===== src/rtl/sa_ram_rwsp_fifo_ctrl.sv =====
// Valid/ready FIFO controller for a separate-read/write-port RAM with a registered
// read address (captured on re) and a registered output (captured on ore).
module sa_ram_rwsp_fifo_ctrl #(
    parameter int unsigned AW = 8,
    parameter int unsigned DW = 14,
    parameter int unsigned CW = AW + 1
) (
    input  logic          nvdla_core_clk,
    input  logic          nvdla_core_rstn,
    input  logic          in_pvld,
    output logic          in_prdy,
    input  logic [DW-1:0] in_pd,
    output logic          out_pvld,
    input  logic          out_prdy,
    output logic [DW-1:0] out_pd,
    output logic [AW-1:0] ram_wa,
    output logic          ram_we,
    output logic [DW-1:0] ram_di,
    output logic [AW-1:0] ram_ra,
    output logic          ram_re,
    output logic          ram_ore,
    input  logic [DW-1:0] ram_dout,
    output logic [31:0]   ram_pwrbus_pd,
    output logic [CW-1:0] fifo_count,
    output logic          fifo_idle
);

    localparam logic [CW-1:0] Depth = CW'(2 ** AW);

    logic [AW-1:0] wr_ptr_q, wr_ptr_d;
    logic [AW-1:0] rd_ptr_q, rd_ptr_d;
    logic [CW-1:0] avail_q, avail_d;
    logic [CW-1:0] count_q, count_d;
    logic          s1_vld_q, s1_vld_d;
    logic          s2_vld_q, s2_vld_d;
    logic          push, pop;

    assign in_prdy       = (count_q < Depth);
    assign push          = in_pvld & in_prdy;
    assign ram_we        = push;
    assign ram_wa        = wr_ptr_q;
    assign ram_di        = in_pd;

    assign out_pvld      = s2_vld_q;
    assign out_pd        = ram_dout;
    assign pop           = out_pvld & out_prdy;

    // Output register advances only when it is empty or being drained this cycle.
    assign ram_ore       = s1_vld_q & (~s2_vld_q | pop);
    // avail lags push by a cycle, so a freshly written address is never read in the same cycle.
    assign ram_re        = (avail_q != '0) & (~s1_vld_q | ram_ore);
    assign ram_ra        = rd_ptr_q;

    assign ram_pwrbus_pd = '0;
    assign fifo_count    = count_q;
    assign fifo_idle     = (count_q == '0);

    always_comb begin
        wr_ptr_d = wr_ptr_q;
        rd_ptr_d = rd_ptr_q;
        avail_d  = avail_q;
        count_d  = count_q;
        s1_vld_d = s1_vld_q;
        s2_vld_d = s2_vld_q;

        if (push) begin
            wr_ptr_d = wr_ptr_q + AW'(1);
        end
        if (ram_re) begin
            rd_ptr_d = rd_ptr_q + AW'(1);
        end

        unique case ({push, ram_re})
            2'b10:   avail_d = avail_q + CW'(1);
            2'b01:   avail_d = avail_q - CW'(1);
            default: avail_d = avail_q;
        endcase

        unique case ({push, pop})
            2'b10:   count_d = count_q + CW'(1);
            2'b01:   count_d = count_q - CW'(1);
            default: count_d = count_q;
        endcase

        if (ram_re) begin
            s1_vld_d = 1'b1;
        end else if (ram_ore) begin
            s1_vld_d = 1'b0;
        end

        if (ram_ore) begin
            s2_vld_d = 1'b1;
        end else if (pop) begin
            s2_vld_d = 1'b0;
        end
    end

    always_ff @(posedge nvdla_core_clk or negedge nvdla_core_rstn) begin
        if (!nvdla_core_rstn) begin
            wr_ptr_q <= '0;
            rd_ptr_q <= '0;
            avail_q  <= '0;
            count_q  <= '0;
            s1_vld_q <= 1'b0;
            s2_vld_q <= 1'b0;
        end else begin
            wr_ptr_q <= wr_ptr_d;
            rd_ptr_q <= rd_ptr_d;
            avail_q  <= avail_d;
            count_q  <= count_d;
            s1_vld_q <= s1_vld_d;
            s2_vld_q <= s2_vld_d;
        end
    end

endmodule


===== config.mk =====
export PLATFORM = sky130hd
export DESIGN_NAME = sa_ram_rwsp_fifo_ctrl
export DESIGN_NICKNAME = d
export VERILOG_FILES = /design/src/rtl/sa_ram_rwsp_fifo_ctrl.sv
export SDC_FILE = /design/constraint.sdc
export NUM_CORES = 1
export LEC_CHECK = 0
export BUFFER_PORTS_ARGS = -buffer_cell sky130_fd_sc_hd__buf_2
export CAP_MARGIN = 20
export CORE_AREA = 5 5 88 90
export DETAILED_ROUTE_END_ITERATION = 8
export DIE_AREA = 0 0 93 95
export PLACE_DENSITY = 0.7
export SETUP_SLACK_MARGIN = 0.15
export SYNTH_ARGS = -nofsm -noshare
export SYNTH_HDL_FRONTEND = slang
export SYNTH_SLANG_ARGS = --single-unit

===== constraint.sdc =====
create_clock -name nvdla_core_clk -period 6.5 [get_ports nvdla_core_clk]
set_input_delay 0.325 -clock nvdla_core_clk [delete_from_list [all_inputs] [get_ports nvdla_core_clk]]
set_output_delay 0.325 -clock nvdla_core_clk [all_outputs]
set_load 0.01 [all_outputs]

== Word level (Yosys, flattened, before mapping) ==
Index checks and enable logic that the tools add are counted.
W data, S select, Z words.
Word-level totals
  flip-flop bits (word level): 36
  latch bits: 0
  RAM bits: 0
  ROM bits: 0
  input port bits: 32
  memories: 0
Operators by class
  add/sub/neg operators: 6
  multipliers: 0
  divide/modulo/power cells: 0
  $lt $le $gt $ge: 1
  equal/unequal tests: 4
  shift operators: 0
  muxes and demuxes: 6
  bitwise logic cells: 8
  reduce and logical (&&, ||, !) cells: 6
Operators by type and width (count)
  $pmux W9 S2: 2
  $add A9 B1 Y9 const B: 2
  $sub A9 B1 Y9 const B: 2
  $add A8 B1 Y8 const B: 2
  $logic_not A9 Y1: 1
  $lt A9 B9 Y1 const B: 1
  $reduce_bool A9 Y1: 1
  $reduce_bool A2 Y1: 4
  $and A1 B1 Y1: 4
  $eq A2 B1 Y1 const B: 2
  $eq A2 B2 Y1 const B: 2
  $mux W1: 4
  $not A1 Y1: 2
  $or A1 B1 Y1: 2

== Depth between registers and ports, before layout ==
  depth in word-level cells: 7
  depth in mapped cells: 11
  depth with buffers taken out: 10

== Worst setup path after synthesis ==
No wires, ideal clock.
  path kind: register to register
  from: reg avail_q[6]
  to: reg avail_q[8]
  arrival: 2.582 ns
  data required time: 6.378 ns
  slack: 3.797 ns
  cell stages (with the launch flop): 10
  clock period less this slack: 2.703 ns
  cells stage by stage: dfrtp_1 nor4_4 a31oi_4 ha_1 fa_1 a21oi_2 o221ai_1 a21oi_1 mux2i_1 a32o_1
Between the ends
  longest elaborated chain between the ends: 4
RTL lines
  start, declared: line 32  | logic [CW-1:0] avail_q, avail_d;
  start signal, assigned: line 109  | avail_q <= avail_d;
  $reduce_bool A9 Y1 *: line 51  | assign ram_re = (avail_q != '0) & (~s1_vld_q | ram_ore);
  $and A1 B1 Y1 *: line 51
  via ram_re: line 20  | output logic ram_re,
  $eq A2 B1 Y1 / $eq A2 B2 Y1 (equally long branches): line 73  | unique case ({push, ram_re})
  $pmux W9 S2 / $reduce_bool A2 Y1 (equally long branches)
Mark *: on every way through the listed nets, which the timed path passes. The rest lies on a longest branch.
A chain may end at the register's enable or synchronous reset.

== Final worst setup path ==
  from: reg avail_q[3]
  to: reg avail_q[8]
Between the ends
  longest elaborated chain between the ends: 4
RTL lines
  parallel branches: the longest is 4 deep, another holds $sub A9 B1 Y9
Several ways; the timed one is not identified.

==> summary.txt <==
STA
  – RSZ-0062 raised after global routing: false
  – TNS Setup: 0 ns
  – Fmax: 339 MHz
  – Final period util: a little under half
  – Final hold violations: 0
  – Hold_ws: 0.120 ns
  – Final Skew: ~0.005 ns
  – Max-slew headroom: a little under half
  – Slew Viols, Final: 0
  – Slew @ Worst Pin: 0.803 ns
  – Min Tclk post-route: 2.95 ns
  – Setup Viol. Count Final: 0

Drt
  – Wirelength, routed: around 4700 um
  – Vias per cell: a little under 5
  – Residual DRC: 0
  – Via count: ~1.8k
  – DR WL/cell: ~12 um
  – Post-route ant nets: 0
  – DR iter-0 viols: ~110
  – First-pass detailed-route iteration total: 4

Global routing
  – Largest net degree at the start of global routing: 37
  – GR Overflow Total: 0
  – Vias in the first global route: ~1.6k
  – First-pass GRT wire length: 7360 um
  – GRT Util Overall: 10.3%
  – Antenna violations before repair: 0

Worst setup path
  – CP endpoint kind: register
  – Flop-to-flop setup slack: 3.55 ns
  – Critical Path Max Stage Delay: 0.49 ns
  – Crit path from: avail_q[3]
  – Req. time, crit path: about 6.7 ns
  – Delay-heaviest family, CP: compound AO/OA/AOI/OAI gates
  – Crit Path Max Fanout: 13
  – Startpoint type of the worst setup path: register
  – Critical path type: reg -> reg
  – Worst-path cell chain: nor3_1 -> a31oi_4 -> ha_1 -> fa_1 -> a21oi_2 -> o221ai_1 -> a21oi_1 -> mux2i_1 -> a32o_1
  – Critical path's slowest cell: fa_1
  – CP arrival: 3.13 ns
  – RR Startpoint: avail_q[3]
  – Buffers and inverters on the worst path: 0

Yosys
  – Post-synthesis sequential area ratio: 33.0%
  – Synthesized instance count: just under 300
  – Largest area contributor in the netlist: dfrtp_1
  – Top post-synthesis cells by count: buf_4, dfrtp_1, nand2_1
  – Synthesized area: about 2700 um^2
  – Number of synthesized flops with an enable pin: 0
  – Synth warnings: 0
  – Top post-synthesis cells by area: dfrtp_1, buf_4, ha_1
  – Yosys reg bits: 36
  – FFs w/ async S/R, synth: 100%
  – Top_reg_cell synth: dfrtp_1
  – Netlist cell types: 46
  – Top-area cell type share of the netlist area: between 30% and 40%
  – Most common cell in the synthesized netlist: buf_4
  – Post-Syn Area per Cell: 9.34 um^2

Placement
  – I/O Buffers: 34
  – Detailed placer's ending HPWL: between 3000 and 4000 um
  – GP Congestion: slightly above 0.8

Layout
  – Filler cell count: between 600 and 700
  – Nets: 351
  – Post-layout util: between 30% and 40%
  – Area grow syn2layout: 0.963%
  – Layout cell share with drive strength beyond 1: 17.7%
  – Ant diodes: 0

Floorplan
  – Die H: around 95 um
  – Die Span X: between 90 and 100 um
  – Initial Util: about two fifths
  – Die area: around 8800 um^2
  – Ports: 123
  – Core ar.: approximately 7000 um^2
  – Rows: 31

Clock tree
  – Hold-fix buffers, CTS: 0
  – CTS clk-pin slew, worst paths: ~0.070 ns
  – Setup bufs post-CTS: 0
  – PostCTS Resize Cnt: 0
  – TritonCTS Buffers: 5
  – TritonCTS clock tree: yes
  – CTS root buffer: clkbuf_8
  – Sink Count: 36
  – H-tree depth: 2
  – Worst skew pair latency: 0.29 ns
  – Clock Tree Buf Depth: 2

Outcome
  – Status: completed

Power and ir drop
  – Switching share of total power: 43.7%
  – Power Internal: roughly 0.8 mW
  – Net Switching: approximately 0.61 mW
  – Power Dens Cells: around 500 nW/um^2
  – Leak: approximately 1.3 nW
  – Clock Power Share: between 10% and 20%
  – Share of power burned in registers: 31.8%
  – Combinational Power Share: 54.4%
  – VDD IR max: ~150 uV

Flow run
  – Max-cap viol count: 0

Min path
  – Hold Path Class: in -> async
## cell usage in the layout, fill, tap and decap left out, drive strengths merged, types with 3 or more instances in the layout
cell / n
dfrtp: 36
buf: 34
conb: 32
nand2: 25
xnor2: 21
o21ai: 19
ha: 18
inv: 16
a21oi: 11
nor2: 8
nand3: 8
xor2: 7
nor3: 6
clkbuf: 6
o211ai: 5
nor3b: 4
nor4: 4
nand2b: 3
and3: 3
mux2: 3
a31oi: 3
## power by group through the flow
stage	logic, mW	registers, mW	clock network, mW
after floorplan	0.581	0.455	0
after global routing	0.845	0.459	0.209
after global placement	0.742	0.438	0
after CTS	0.759	0.442	0.200
after detailed placement	0.754	0.446	0
final	0.755	0.442	0.191
## metrics by stage
step / cell area (um^2) / instances / power [mW] / worst slack (ns)
global route: 2750 / 382 / 1.51 / 3.33
CTS: 2750 / 382 / 1.40 / 3.53
floorplan: 2840 / 323 / 1.04 / 3.80
global placement: 2650 / 374 / 1.18 / 3.61
finish: 2750 / 382 / 1.39 / 3.55
detailed placement: 2650 / 374 / 1.20 / 3.54
## final timing paths
kind,to,cells past startpoint
setup / recovery,avail_q[8],9
hold / removal,ram_wa[2],1
setup reg to reg,avail_q[8],9
hold reg to reg,ram_ra[7],1
max in group asynchronous,ram_ra[1],1
min in group nvdla_core_clk,out_pvld,3
## sequential cells by signal, summed over array words and instances, names as in the netlist
register,flops
avail_q,9
ram_ra,8
fifo_count,9
out_pvld,1
ram_wa,8
s1_vld_q,1
## layer usage
metal  vias up  GRT usage, %  part of all wire (%)
li1        920             -                     -
met1       845          12.5                    45
met2        64          17.2                    46
met3         9          2.95                   7.5
met4         0          4.27                   1.4
met5         -             0                     0
## final cells by class
cell class	instances	area, um^2	share of cell area [%]
multi-input cells	206	1410	51.3
flip-flops and latches	36	901	32.7
clock buffers	6	72.6	2.64
inverters	16	60.1	2.18
repair buffers	34	170	6.18
well taps	82	103	3.73
clock inverters	2	35.0	1.27
## cells by family after synthesis
logic type                 after synthesis  synth area share [%]
other                                    1                 0.137
and+or+nand+nor                         74                  15.0
muxes                                    4                  1.61
buffers and inverters                   81                  19.4
DFF                                     36                  33.0
xor gates and xnor gates                28                  8.99
adders and majority gates               20                  9.72
AOI/OAI and AO/OA                       48                  12.1
No activity file was read; power rests on OpenSTA's default activity.
